### config.mk
export PLATFORM = sky130hd
export DESIGN_NAME = fft_input_framer
export DESIGN_NICKNAME = d
export VERILOG_FILES = /design/src/rtl/fft_input_framer.sv
export SDC_FILE = /design/constraint.sdc
export NUM_CORES = 1
export LEC_CHECK = 0
export BUFFER_PORTS_ARGS = -buffer_cell sky130_fd_sc_hd__buf_2
export CAP_MARGIN = 20
export CORE_AREA = 2 2 203 205
export DETAILED_ROUTE_END_ITERATION = 7
export DIE_AREA = 0 0 205 207
export PLACE_DENSITY = 0.57
export SYNTH_ARGS = -nofsm -noshare
export SYNTH_HDL_FRONTEND = slang
export SYNTH_SLANG_ARGS = --single-unit
### constraint.sdc
create_clock -name i_clk -period 2.9 [get_ports i_clk]
set_input_delay 0.29 -clock i_clk [delete_from_list [all_inputs] [get_ports i_clk]]
set_output_delay 0.29 -clock i_clk [all_outputs]
set_load 0.05 [all_outputs]
### src/rtl/fft_input_framer.sv
// rtl/fft_input_framer.sv - real-sample FIFO and frame delimiter feeding the FFT stage
//
// Purpose:
//   Buffers 16-bit real samples in a first-word-fall-through FIFO and streams
//   them out as 32-bit complex words {im=0, re=sample}. Words are grouped into
//   FRAME_LEN-point frames; o_data_last marks the final word of each frame.
//   A flush zero-pads the current partial frame so the FFT only ever receives
//   whole frames. Samples offered while the FIFO is full are dropped and
//   reported through the sticky o_overflow flag.
//
// Ports:
//   i_clk           clock, rising edge
//   i_rst_n         asynchronous active-low reset
//   i_start         pulse: IDLE -> STREAM, clears o_overflow
//   i_flush         pulse: STREAM -> PAD (finish frame with zero words)
//   i_sample        16-bit two's complement input sample
//   i_sample_valid  input sample present
//   o_sample_ready  input accepted on valid && ready
//   o_data          {16'h0000, sample} or 32'h0 pad word
//   o_data_valid    output word present
//   i_data_ready    downstream accepts on valid && ready
//   o_data_last     last word of a frame
//   o_frame_count   completed frames (wraps)
//   o_overflow      sticky dropped-sample flag
//   o_busy          state != IDLE

module fft_input_framer #(
  parameter int FRAME_LEN  = 1024,
  parameter int LOG2_FRAME = 10,
  parameter int FIFO_DEPTH = 16,
  parameter int LOG2_DEPTH = 4
) (
  input  logic        i_clk,
  input  logic        i_rst_n,
  input  logic        i_start,
  input  logic        i_flush,
  input  logic [15:0] i_sample,
  input  logic        i_sample_valid,
  output logic        o_sample_ready,
  output logic [31:0] o_data,
  output logic        o_data_valid,
  input  logic        i_data_ready,
  output logic        o_data_last,
  output logic [15:0] o_frame_count,
  output logic        o_overflow,
  output logic        o_busy
);

  typedef enum logic [1:0] {
    S_IDLE   = 2'd0,
    S_STREAM = 2'd1,
    S_PAD    = 2'd2
  } state_e;

  localparam logic [LOG2_DEPTH:0]   DEPTH_CNT = (LOG2_DEPTH+1)'(FIFO_DEPTH);
  localparam logic [LOG2_FRAME-1:0] LAST_IDX  = LOG2_FRAME'(FRAME_LEN - 1);

  state_e                state_q, state_d;
  logic [LOG2_DEPTH-1:0] wr_ptr_q, wr_ptr_d;
  logic [LOG2_DEPTH-1:0] rd_ptr_q, rd_ptr_d;
  logic [LOG2_DEPTH:0]   count_q, count_d;
  logic [LOG2_FRAME-1:0] index_q, index_d;
  logic [15:0]           frame_cnt_q, frame_cnt_d;
  logic                  overflow_q, overflow_d;
  logic                  ready_q, ready_d;
  logic                  valid_q, valid_d;
  logic                  last_q, last_d;

  logic [15:0]           mem_q [FIFO_DEPTH];

  logic fifo_empty;
  logic fifo_full;
  logic push;
  logic pop;
  logic hs;
  logic hs_last;
  logic ovf_set;

  assign fifo_empty = (count_q == '0);
  assign fifo_full  = (count_q == DEPTH_CNT);

  // ready_q is precomputed as (STREAM && !full) for the current cycle, so the
  // push decision never depends combinationally on the downstream ready.
  assign push    = ready_q && i_sample_valid;
  assign hs      = valid_q && i_data_ready;
  // Pad words are synthesised, not read from the FIFO, so they do not pop.
  assign pop     = hs && !fifo_empty;
  assign hs_last = hs && last_q;
  assign ovf_set = (state_q == S_STREAM) && i_sample_valid && fifo_full;

  always_comb begin
    state_d     = state_q;
    wr_ptr_d    = wr_ptr_q;
    rd_ptr_d    = rd_ptr_q;
    count_d     = count_q;
    index_d     = index_q;
    frame_cnt_d = frame_cnt_q;
    overflow_d  = overflow_q;

    if (push) begin
      wr_ptr_d = wr_ptr_q + 1'b1;
    end
    if (pop) begin
      rd_ptr_d = rd_ptr_q + 1'b1;
    end

    case ({push, pop})
      2'b10:   count_d = count_q + 1'b1;
      2'b01:   count_d = count_q - 1'b1;
      default: count_d = count_q;
    endcase

    if (hs) begin
      index_d = (index_q == LAST_IDX) ? '0 : index_q + 1'b1;
    end
    if (hs_last) begin
      frame_cnt_d = frame_cnt_q + 16'd1;
    end

    case (state_q)
      S_IDLE: begin
        if (i_start) begin
          state_d = S_STREAM;
        end
      end
      S_STREAM: begin
        if (i_flush) begin
          state_d = S_PAD;
        end
      end
      S_PAD: begin
        // Nothing buffered and on a frame boundary: no padding required.
        // Otherwise leave only once a frame closes with the FIFO drained;
        // samples still buffered after a frame boundary start another frame
        // that is padded in turn, so every frame handed on is whole.
        if (fifo_empty && (index_q == '0)) begin
          state_d = S_IDLE;
        end else if (hs_last && (count_d == '0)) begin
          state_d = S_IDLE;
        end
      end
      default: begin
        state_d = S_IDLE;
      end
    endcase

    if (ovf_set) begin
      overflow_d = 1'b1;
    end
    if ((state_q == S_IDLE) && i_start) begin
      overflow_d = 1'b0;
    end
  end

  // Stream handshake flags are registered from next-state values so they
  // reflect exactly the occupancy/state that will hold in the next cycle.
  always_comb begin
    ready_d = (state_d == S_STREAM) && (count_d != DEPTH_CNT);
    valid_d = (count_d != '0) || ((state_d == S_PAD) && (index_d != '0));
    last_d  = valid_d && (index_d == LAST_IDX);
  end

  always_ff @(posedge i_clk or negedge i_rst_n) begin
    if (!i_rst_n) begin
      state_q     <= S_IDLE;
      wr_ptr_q    <= '0;
      rd_ptr_q    <= '0;
      count_q     <= '0;
      index_q     <= '0;
      frame_cnt_q <= '0;
      overflow_q  <= 1'b0;
      ready_q     <= 1'b0;
      valid_q     <= 1'b0;
      last_q      <= 1'b0;
    end else begin
      state_q     <= state_d;
      wr_ptr_q    <= wr_ptr_d;
      rd_ptr_q    <= rd_ptr_d;
      count_q     <= count_d;
      index_q     <= index_d;
      frame_cnt_q <= frame_cnt_d;
      overflow_q  <= overflow_d;
      ready_q     <= ready_d;
      valid_q     <= valid_d;
      last_q      <= last_d;
    end
  end

  // Sample storage carries no reset; o_data masks it whenever the FIFO is empty.
  always_ff @(posedge i_clk) begin
    if (push) begin
      mem_q[wr_ptr_q] <= i_sample;
    end
  end

  assign o_sample_ready = ready_q;
  assign o_data_valid   = valid_q;
  assign o_data_last    = last_q;
  assign o_data         = fifo_empty ? 32'h0000_0000 : {16'h0000, mem_q[rd_ptr_q]};
  assign o_frame_count  = frame_cnt_q;
  assign o_overflow     = overflow_q;
  assign o_busy         = (state_q != S_IDLE);

endmodule

======== Yosys cells after proc, flatten, opt, wreduce, memory -nomap -nowiden ========
Memory sizes are Yosys's and may differ from the RTL's.
Cells that the tools add are included.
word-level totals
  memory bits (writable) .................. 256
  bits in read-only memories .............. 0
  memories kept ........................... 1
  word-level logic and storage cells ...... 62
  bits in latches ......................... 0
  bits in registers ....................... 45
memories
  memory  words  bits a word  rd ports  clocked after memory_dff  write ports  line  RTL
  mem_q   16     16           1         0                         1            69    logic [15:0] mem_q [FIFO_DEPTH];
cells by class
  order comparisons ....................... 0
  add/sub/neg operators ................... 6
  reductions and logical operators ........ 22
  bitwise operators ....................... 0
  shift operators ......................... 0
  multiply operators ...................... 0
  divide/modulo/power cells ............... 0
  multiplexer cells ....................... 13
  eq/ne operators ......................... 10
operator list
  kind                                                                 count
  10-bit == test (second input constant)                               2
  10-bit two-way mux                                                   2
  16-bit by 1-bit adder with 16-bit output (second input constant)     1
  16-bit two-way mux                                                   1
  1-bit logical AND                                                    12
  10-bit by 1-bit adder with 10-bit output (second input constant)     1
  10-bit logical NOT                                                   1
  5-bit logical NOT                                                    2
  5-bit case mux with 2 select lines                                   1
  10-bit nonzero test                                                  1
  4-bit by 1-bit adder with 4-bit output (second input constant)       2
  2-bit two-way mux                                                    4
  2-bit by 1-bit == test with 1-bit output (second input constant)     3
  2-bit == test (second input constant)                                3
  2-bit case mux with 3 select lines                                   1
  5-bit by 1-bit adder with 5-bit output (second input constant)       1
  5-bit == test (second input constant)                                1
  5-bit inequality test (second input constant)                        1
  5-bit nonzero test                                                   1
  5-bit by 1-bit subtractor with 5-bit output (second input constant)  1
  1-bit two-way mux                                                    4
  2-bit nonzero test                                                   2
  2-bit logical NOT                                                    1
  1-bit logical NOT                                                    1
  1-bit logical OR                                                     1

======== Depth between registers and ports, before layout ========
  depth in word-level cells ............... 14
  gate-level depth with buffers ........... 11
  mapped depth without buffers ............ 10

======== Worst setup path before layout ========
No wires, ideal clock.
  path type ............................... reg2reg
  start point ............................. register count_q[0]
  end point ............................... register last_q (netlist: o_data_last)
  path buffers ............................ 1
  arrival ................................. 2941 ps
  cell stages (with the launch flop) ...... 12
  setup slack ............................. -177 ps
  clock period less this slack ............ 3077 ps
  required time ........................... 2764 ps
  setup time .............................. 136 ps
  path through ............................ dfrtp_1 buf_2 or3_1 nor2_1 nor2_1 ha_1 a21oi_1 o2111ai_1 a2111oi_2 xor2_1 nor4_4 a211oi_2
on the way
  word-level cells in the longest chain between the ends .. 14
  elaborated cells between the ends (all ways) .. 19
  those cells by class .................... add/sub (2); eq/ne (3); mux (4); reduce/logical (10)
RTL lines
  what                                                                                 line  RTL
  start: declaration                                                                   61    logic [LOG2_DEPTH:0] count_q, count_d;
  start signal: assignment                                                             179   count_q <= count_d;
  branches (longest 4 deep; another with 5-bit by 1-bit subtractor with 5-bit output)  -
  5-bit case mux with 2 select lines (*)                                               107   case ({push, pop})
  via count_d[4]                                                                       61
  5-bit logical NOT                                                                    138   end else if (hs_last && (count_d == '0)) begin
  1-bit logical AND                                                                    138
  2-bit two-way mux                                                                    138
  2-bit two-way mux                                                                    136   if (fifo_empty && (index_q == '0)) begin
  2-bit case mux with 3 select lines                                                   120   case (state_q)
  2-bit == test                                                                        159   valid_d = (count_d != '0) || ((state_d == S_PAD) && (index_d != '0));
  1-bit logical AND                                                                    159
  1-bit logical OR (*)                                                                 159
  1-bit logical AND (*)                                                                160   last_d = valid_d && (index_d == LAST_IDX);
  via last_d                                                                           67    logic last_q, last_d;
  end signal: assignment                                                               185   last_q <= last_d;
  end: declaration                                                                     67
Mark *: on every way through the listed nets, which the timed path passes.
A chain may end at the register's enable or synchronous reset.

======== Final worst setup path ========
  start point ............................. register rd_ptr_q[0]
  end point ............................... output port o_data[8]
on the way
  word-level cells in the longest chain between the ends .. 2
RTL lines
  what                      line  RTL
  start: declaration        60    logic [LOG2_DEPTH-1:0] rd_ptr_q, rd_ptr_d;
  start signal: assignment  178   rd_ptr_q <= rd_ptr_d;
  memory 16 x 16 bit        -
  16-bit two-way mux        199   assign o_data = fifo_empty ? 32'h0000_0000 : {16'h0000, mem_q[rd_ptr_q]};
  end: declaration          40    output logic [31:0] o_data,
No other way between the ends.

==> qor.txt <==
Placed Instance Area -> 0.0135 sq mm
Final hold vios -> 0
Final slew viol count -> 0
CTS tree -> yes
Most common cell in the synthesized netlist -> edfxtp_1
Core box area -> 0.0404 sq mm
Multiplexer area fraction after synthesis -> 15.1%
DRC violations left -> 0
HPWL Detailed -> 15.4 mm
Peak supply drop -> 0.676 mV
Synth Cell Area -> 0.0123 sq mm
Die height -> 207 um
Final nets -> 794
Worst-Margin Slew -> 0.693 ns
Routed length per instance -> 19.8 um
Main area contributors after synthesis -> edfxtp_1 62%, mux4_2 15%, dfrtp_1 9.1%
Max cap viols -> 0
Largest family of logic cells by synthesized area -> multiplexers
WL final -> 26.1 mm
TritonCTS Buffers -> 34
Final instance area -> 0.0149 sq mm
Pre-CTS WS -> 0.134 ns
Hold WC Path Type -> input port to flip-flop
Post-synthesis area per instance -> 19.0 sq um
Diode count -> 0
Fmax -> 343 MHz
First-pass detailed-route iteration total -> 4
Die Area -> 0.0424 sq mm
Compound-Gate Fraction of Synth Area -> 1.97%
Classification of the worst setup path -> flip-flop to primary output
Xor-xnor portion of the synthesized cell area -> 2.35%
Worst Path Required -> 2.61 ns
Synth warn -> 0
Gr usage total -> 12.5%
Total power -> 0.0152 W
Fin worst setup slack -> -0.0191 ns
Vias in the first global route -> 6455
DR iter-0 viols -> 435
Antenna violations before repair -> 1
Static Leak -> 5.15 nW
Sink Count -> 301
Via count -> 6223
Longest Clk Path Bufs -> 3
H-tree depth -> 2
Flops & latches, synth -> 301
Root Buffer Master -> clkbuf_16
Core Util, Final -> 37.0%
Number of synthesized flops with an enable pin -> 256
Final setup fails -> 9
I/O pin count -> 75
CTS clk-pin slew, worst paths -> 0.06 ns
Row cnt -> 74
Hold Slack -> 0.104 ns
Max Fanout on Critical Path -> 18
Synth Flop Type -> edfxtp_1
Sequential cell area fraction in the yosys report -> 71.5%
Share of cells above drive strength 1 -> 34.7%
Asr flop ratio synth -> 15.0%
Worst Setup End Kind -> primary output
Die Width -> 205 um
Post-layout minimum cycle time -> 2.92 ns
Cells after synthesis -> 649
Share of the synthesized area in the top cell type -> 62.4%
Post-Synth Adder-Cell Area -> 1.02%
Simple-gate share of the synthesized area -> 5.57%
Grt total ovfl -> 0
Largest net degree at the start of global routing -> 31
Status -> finished with violations
Post-route clock period utilization -> 101%
Area leader, netlist -> edfxtp_1
Initial core utilization -> 30.5%
Unrepaired setup endpoints after global routing -> true
Post-synth top cells -> 256 x edfxtp_1, 80 x mux4_2, 45 x dfrtp_1
Yosys cell types -> 57
Routability cong. -> 0.808
Power density over the cells -> 1020 mW/mm^2
Clock skew -> 0.00918 ns
Clk Latency, worst-skew pair -> 0.53 ns
R2R setup slack -> 0.19 ns
Relative slew slack -> 53.8%
Crit path DAT -> 2.63 ns
Failing checks -> negative setup slack
# port buffers -> 58
Vias/cell -> 4.72
First-pass GRT wire length -> 40.0 mm
Routed Antenna Nets -> 0
Area Growth Syn to Fin -> 21.3%
Startpoint Class -> flip-flop
[cells in the final DEF, fill, tap and decap left out, drive strengths merged, types with 3 or more instances in the layout]
| cell type | n |
|---|---|
| xor2 | 13 |
| nand4 | 8 |
| nor3 | 15 |
| a211oi | 3 |
| o21ai | 4 |
| conb | 16 |
| nor4 | 4 |
| xnor2 | 20 |
| inv | 14 |
| ha | 10 |
| a21oi | 8 |
| nor2b | 19 |
| dfrtp | 45 |
| clkinv | 14 |
| and3 | 6 |
| nor2 | 31 |
| and2 | 3 |
| buf | 106 |
| mux2 | 3 |
| nand2 | 25 |
| edfxtp | 256 |
| mux2i | 3 |
| mux4 | 80 |
| clkbuf | 38 |
| bufinv | 5 |
| nand3 | 9 |
[critical path, cell delays in order, from the launching register on]
cell     delay [ns]
dfrtp_4        0.43
buf_12         0.14
buf_16         0.18
mux4_2         0.53
mux4_2         0.48
nor2b_1        0.16
buf_6          0.17
[per-layer routing]
layer | GRT usage [%] | share of wire, % | up-vias
met5 | 0 | 0.061 | -
met4 | 3.87 | 2.5 | 2
met3 | 2.61 | 5.1 | 46
met2 | 20.4 | 48 | 171
met1 | 16.9 | 44 | 3222
li1 | - | - | 2782
[final timing paths]
check | from | end | cells after the start
setup / recovery | rd_ptr_q[0] | o_data[8] | 6
hold / removal | i_start | o_overflow | 4
setup reg to reg | count_q[0] | o_data_last | 11
hold reg to reg | o_frame_count[15] | o_frame_count[15] | 1
max in group asynchronous | i_rst_n | index_q[0] | 3
min in group asynchronous | i_rst_n | o_frame_count[14] | 2
[through the flow]
stage | TNS (ns) | instances
2_1_floorplan | 0 | 664
3_5_place_dp | 0 | 1249
3_3_place_gp | 0 | 1249
5_1_grt | -1.28 | 1318
4_1_cts | -0.629 | 1317
6_report | -0.0948 | 1318
[what timing repair did]
action | 4_1_cts | 5_1_grt
endpoints found under the setup margin | 16 | 20
cloned | 1 | 0
setup buffers | 6 | 1
pin swaps | 0 | 1
resized for setup | 35 | 9
hold buffers | 1 | 0
hold endpoints to repair | 29 | 0
[power by group]
| part | internal (W) | switching (W) |
|---|---|---|
| Clock | 0.00263 | 0.00176 |
| Combinational | 0.00251 | 0.00290 |
| Sequential | 0.00504 | 0.000336 |
[sequential cells by signal, indices dropped and copies added, names as in the netlist]
signal          count
wr_ptr_q            4
mem_q             256
o_overflow          1
o_data_valid        1
state_q             2
o_frame_count      16
count_q             5
o_data_last         1
o_sample_ready      1
rd_ptr_q            4
index_q            10
[layout make-up]
class                   instances  area (sq um)
inverters                      12          46.3
repair buffers                107           921
well taps                     532           666
fillers                      3800         25400
clock buffers                  38           866
clock inverters                22           277
flip-flops and latches        301          8820
multi-input cells             306          3340
[cells by family after synthesis]
family | after synthesis
flip-flops | 301
AND/OR/NAND/NOR | 129
multiplexers | 86
buffers and inverters | 57
XOR/XNOR | 33
AO/OA/AOI/OAI | 32
adder cells (fa/ha/maj) | 10
other | 1
No activity file was read; power rests on OpenSTA's default activity.
